## src/rtl/mux8way16_rr.sv

```systemverilog
// mux8way16_rr: registered 8-to-1 merge of 16-bit lanes with round-robin
// arbitration, per-lane burst limit and valid/ready handshakes on both sides.
// Each output word is tagged with its source lane index in out_sel.
// Build option: MUX8WAY16_RR_ZERO_IDLE_EN clears out/out_sel on idle load cycles;
// without it an idle output keeps the last delivered word.
module mux8way16_rr #(
  parameter int unsigned width = 16,
  parameter int unsigned burst = 4
) (
  input  logic             clk,
  input  logic             reset,
  input  logic [width-1:0] in1,
  input  logic [width-1:0] in2,
  input  logic [width-1:0] in3,
  input  logic [width-1:0] in4,
  input  logic [width-1:0] in5,
  input  logic [width-1:0] in6,
  input  logic [width-1:0] in7,
  input  logic [width-1:0] in8,
  input  logic [7:0]       in_valid,
  output logic [7:0]       in_ready,
  output logic [width-1:0] out,
  output logic [2:0]       out_sel,
  output logic             out_valid,
  input  logic             out_ready
);

  typedef enum logic {
    EMPTY = 1'b0,
    FULL  = 1'b1
  } state_t;

  localparam logic [3:0] burst_m1 = 4'(burst - 1);

  state_t           state;
  state_t           state_nxt;
  logic             load;
  logic [width-1:0] lane [8];
  logic [2:0]       last;
  logic [2:0]       last_nxt;
  logic [3:0]       cnt;
  logic [3:0]       cnt_nxt;
  logic             grant;
  logic [2:0]       gidx;
  logic [7:0]       gnt_vec;
  logic [2:0]       cand;

  assign lane[0] = in1;
  assign lane[1] = in2;
  assign lane[2] = in3;
  assign lane[3] = in4;
  assign lane[4] = in5;
  assign lane[5] = in6;
  assign lane[6] = in7;
  assign lane[7] = in8;

  // The output register can take a new word when empty or being drained.
  assign load = (state == EMPTY) || out_ready;

  // Round-robin grant with burst limit; search starts after last and ends at last.
  always_comb begin
    grant    = 1'b0;
    gidx     = last;
    last_nxt = last;
    cnt_nxt  = cnt;
    cand     = '0;
    if (load) begin
      if (in_valid[last] && (cnt < burst_m1)) begin
        grant   = 1'b1;
        gidx    = last;
        cnt_nxt = cnt + 4'd1;
      end else begin
        for (int unsigned k = 1; k <= 8; k++) begin
          cand = last + 3'(k);
          if (!grant && in_valid[cand]) begin
            grant = 1'b1;
            gidx  = cand;
          end
        end
        if (grant) begin
          last_nxt = gidx;
          cnt_nxt  = '0;
        end
      end
    end
  end

  // One-hot accept strobe, suppressed while reset is held.
  always_comb begin
    gnt_vec       = '0;
    gnt_vec[gidx] = grant;
    in_ready      = reset ? '0 : gnt_vec;
  end

  // Next output-register state: any load cycle refills or empties it.
  always_comb begin
    state_nxt = state;
    if (load) begin
      state_nxt = grant ? FULL : EMPTY;
    end
  end

  assign out_valid = (state == FULL);

  // State, arbitration history and output word registers.
  always_ff @(posedge clk or posedge reset) begin
    if (reset) begin
      state   <= EMPTY;
      last    <= 3'd7;
      cnt     <= burst_m1;
      out     <= '0;
      out_sel <= '0;
    end else begin
      state <= state_nxt;
      last  <= last_nxt;
      cnt   <= cnt_nxt;
      if (grant) begin
        out     <= lane[gidx];
        out_sel <= gidx;
      end
`ifdef MUX8WAY16_RR_ZERO_IDLE_EN
      else if (load) begin
        out     <= '0;
        out_sel <= '0;
      end
`endif
    end
  end

endmodule

```

## config.mk

```make
export PLATFORM = sky130hd
export DESIGN_NAME = mux8way16_rr
export DESIGN_NICKNAME = d
export VERILOG_FILES = /design/src/rtl/mux8way16_rr.sv
export SDC_FILE = /design/constraint.sdc
export NUM_CORES = 1
export LEC_CHECK = 0
export CORE_MARGIN = 10
export CORE_UTILIZATION = 45
export CTS_BUF_LIST = sky130_fd_sc_hd__clkbuf_4 sky130_fd_sc_hd__clkbuf_8
export CTS_CLUSTER_SIZE = 40
export DETAILED_ROUTE_END_ITERATION = 6
export PLACE_DENSITY = 0.89
export SLEW_MARGIN = 0
export SYNTH_ARGS = -nofsm -noshare
export SYNTH_HDL_FRONTEND = slang
export SYNTH_SLANG_ARGS = --single-unit
```

## constraint.sdc

```tcl
create_clock -name clk -period 10.15 [get_ports clk]
set_clock_uncertainty 0.05 [all_clocks]
set_input_delay 1.015 -clock clk [delete_from_list [all_inputs] [get_ports clk]]
set_output_delay 1.015 -clock clk [all_outputs]
set_load 0.005 [all_outputs]
```

==> impl_metrics.py <==
metrics = {
    "setup_path": {
        "cp-start-kind": "flip-flop",
        "cp-end-kind": "primary output",
        "cp.arrival_ps": 5600,
        "cp.required_ps": 9090,
        "crit_path_max_fanout": 26,
        "reg2reg_slack_ps": 5080,
        "cp_slowest_cell": "dfstp_2",
        "reg2regPathDepth": 12,
        "r2r_end": "out[1]",
        "critPathBufInv": 2,
        "rr_startpoint": "last[0]",
        "crit_cells": 12,
        "max_stage_delay_ps": 810,
        "startpoint": "last[0]",
        "path_cells": "inv_1 > ha_1 > mux2_2 > mux2i_1 > a221oi_2 > nor4_1 > a211o_1 > o21ai_2 > and2_1 > nand2_1 > nor3_1 > clkdlybuf4s50_1",
        "crit_type": "flip-flop to primary output",
        "crit_family": "simple AND/OR/NAND/NOR gates",
    },
    "global_routing": {
        "grt_start_max_net_pins": 72,
        "grt_pass1_wl_um": 19290,
        "grt_util_all_layers": 0.2143,
        "gr-total-overflow": 0,
        "antenna_found_initial": 0,
        "first_global_vias": 3407,
    },
    "cts": {
        "cts_sinks": 27,
        "post_cts_buffers": 0,
        "cts_root_buffer": "clkbuf_8",
        "h-tree-depth": 1,
        "cts_max_path_buffers": 2,
        "hold_buffers": 0,
        "cts-resized-gates": 0,
        "worstSkewPairLatency_ps": 280,
        "cts_inserted_buffers": 3,
        "tritoncts": "yes",
        "path_clk_slew_ps": 110,
    },
    "logic_synthesis": {
        "synth_cell_types": 55,
        "synth_top_area_share": 0.2192,
        "ys_top_cells_by_count": "mux2i_1 (71), nor2_1 (35), dfrtp_1 (22)",
        "avgSynthCellArea_um2": 9.884,
        "synth_area_leaders": "mux2i_1 (22%), dfrtp_1 (17%), mux2_2 (6.9%)",
        "ys_async_sr_fraction": 1.000,
        "synthesis.area_mm2": 0.003242,
        "synth-edff-count": 0,
        "syn-num-nets": 470,
        "synth_seq_area_share": 0.2103,
        "yosysMostFrequentCell": "mux2i_1",
        "synth_top_area_cell": "mux2i_1",
        "yosys_warnings": 0,
        "synth_seq_cells": 27,
        "synth_ff_type": "dfrtp_1",
        "synth_cells": 328,
    },
    "hold_path": {
        "min-delay-start": "cnt[1]",
        "hold_depth": 2,
        "hold_path_end": "cnt[1]",
        "hold_class": "flip-flop to flip-flop",
    },
    "routing": {
        "post_drt_wl_per_cell_um": 21.63,
        "post-route-drc-count": 0,
        "ant_nets": 0,
        "drt_iter0_drc": 205,
        "wl_um": 12440,
        "vias": 3256,
        "drt_pass1_iterations": 4,
        "viasPerCell": 5.663,
    },
    "sta": {
        "rsz0062_at_grt": "false",
        "fin_hold_ws_ps": 449.5,
        "slew_headroom": 0.2749,
        "setup_viol": 0,
        "fmax_ghz": 0.1500,
        "setup_tns_ps": 0,
        "finalHoldViolCount": 0,
        "period_minus_slack_ps": 6668,
        "finalMaxSlewViolations": 0,
        "min_period_over_period": 0.6570,
        "tightest_slew_ps": 1088,
    },
    "floorplanning": {
        "ios": 167,
        "core_area_mm2": 0.006907,
        "rows": 30,
        "die_y_um": 104.9,
        "fp.dieW_um": 104.9,
        "die_area_mm2": 0.01100,
        "start_util": 0.4694,
    },
    "layout": {
        "nNetsFinal": 622,
        "area_delta_synth_final_pct": 52.03,
        "drive_gt1_frac": 0.1566,
        "insertedDiodeCount": 0,
        "fill_cells": 544,
    },
    "run_status": {
        "outcome": "finished clean",
    },
    "job": {
        "cap_violations": 0,
    },
    "power_and_ir_drop": {
        "p_per_area_mw_per_mm2": 311.0,
        "power_leakage_nw": 2.147,
        "vdd_drop_max_uv": 319.1,
    },
    "place": {
        "routabilityCongestion": 0.9239,
        "port_buffers": 166,
        "dp_hpwl_um": 10290,
    },
}
## report_power, final
group | leakage [nW] | internal (mW) | total (mW) | switching, mW
clock network | 0.0261 | 0.0288 | 0.0653 | 0.0365
logic | 1.82 | 0.612 | 1.25 | 0.637
registers | 0.300 | 0.165 | 0.218 | 0.0530
total | 2.15 | 0.806 | 1.53 | 0.727
## cells by family after synthesis
logic type / after synthesis / synth area share
buffers and inverters: 33 / 0.07256
adder cells (fa/ha/maj): 3 / 0.01158
AO/OA/AOI/OAI: 61 / 0.1779
AND/OR/NAND/NOR: 95 / 0.1443
XOR/XNOR: 5 / 0.01930
flip-flops: 27 / 0.2103
multiplexers: 104 / 0.3640
## worst register-to-register path, delay by kind of cell (launching register included)
family	cells	cell delay (ps)
multiplexers	4	1460
buffers and inverters	2	950
AO/OA/AOI/OAI	4	880
flip-flops	1	810
adder cells (fa/ha/maj)	1	610
AND/OR/NAND/NOR	1	220
## worst max path at each step
stage | end | slack (ps)
CTS | in_ready[6] | 3500
global route | in_ready[6] | 3150
detailed placement | in_ready[6] | 3800
finish | in_ready[6] | 3480
global placement | in_ready[4] | 4070
floorplan | in_ready[4] | 5270
## per-layer routing
layer	global-route usage	share of wire
met5	0	0
met4	0.05784	0.021
met3	0.04914	0.065
met2	0.4075	0.55
met1	0.2297	0.37
## layout make-up
type                    count  area (um2)  area share
clock buffers               3       41.29    0.008378
flip-flops and latches     27       681.9      0.1384
multi-input cells         268        2344      0.4755
inverters                   9       33.78    0.006855
repair buffers            171        1699      0.3448
well taps                  96       120.1     0.02437
clock inverters             1       8.758    0.001777
## sequential cells by signal, summed over array words and instances, names as in the netlist
| register | count |
|---|---|
| cnt | 4 |
| last | 3 |
| out_valid | 1 |
| out_sel | 3 |
| out | 16 |
## metrics by stage
| stage | cell area [um2] | cells | utilization | setup slack [ps] | total power [mW] |
|---|---|---|---|---|---|
| floorplan | 3242 | 328 | - | 5273 | 1.198 |
| global placement | 4878 | 571 | 0.7063 | 4066 | 1.436 |
| detailed placement | 4878 | 571 | 0.7063 | 3800 | 1.460 |
| CTS | 4928 | 575 | 0.7136 | 3503 | 1.526 |
| global route | 4928 | 575 | 0.7136 | 3150 | 1.636 |
| finish | 4928 | 575 | 0.7136 | 3482 | 1.533 |
## cell usage in the layout, fill, tap and decap left out, types with 7 or more instances in the layout
cell type and count:
dfrtp_1 22, nor3_1 11, a31o_2 8, mux2_2 20, clkdlybuf4s50_1 166, a211oi_2 16
mux4_2 8, inv_1 7, a31o_1 8, nor2_1 35, and3_1 16, nand2_1 13
mux2i_1 71
(Power assumes the default switching activity.)
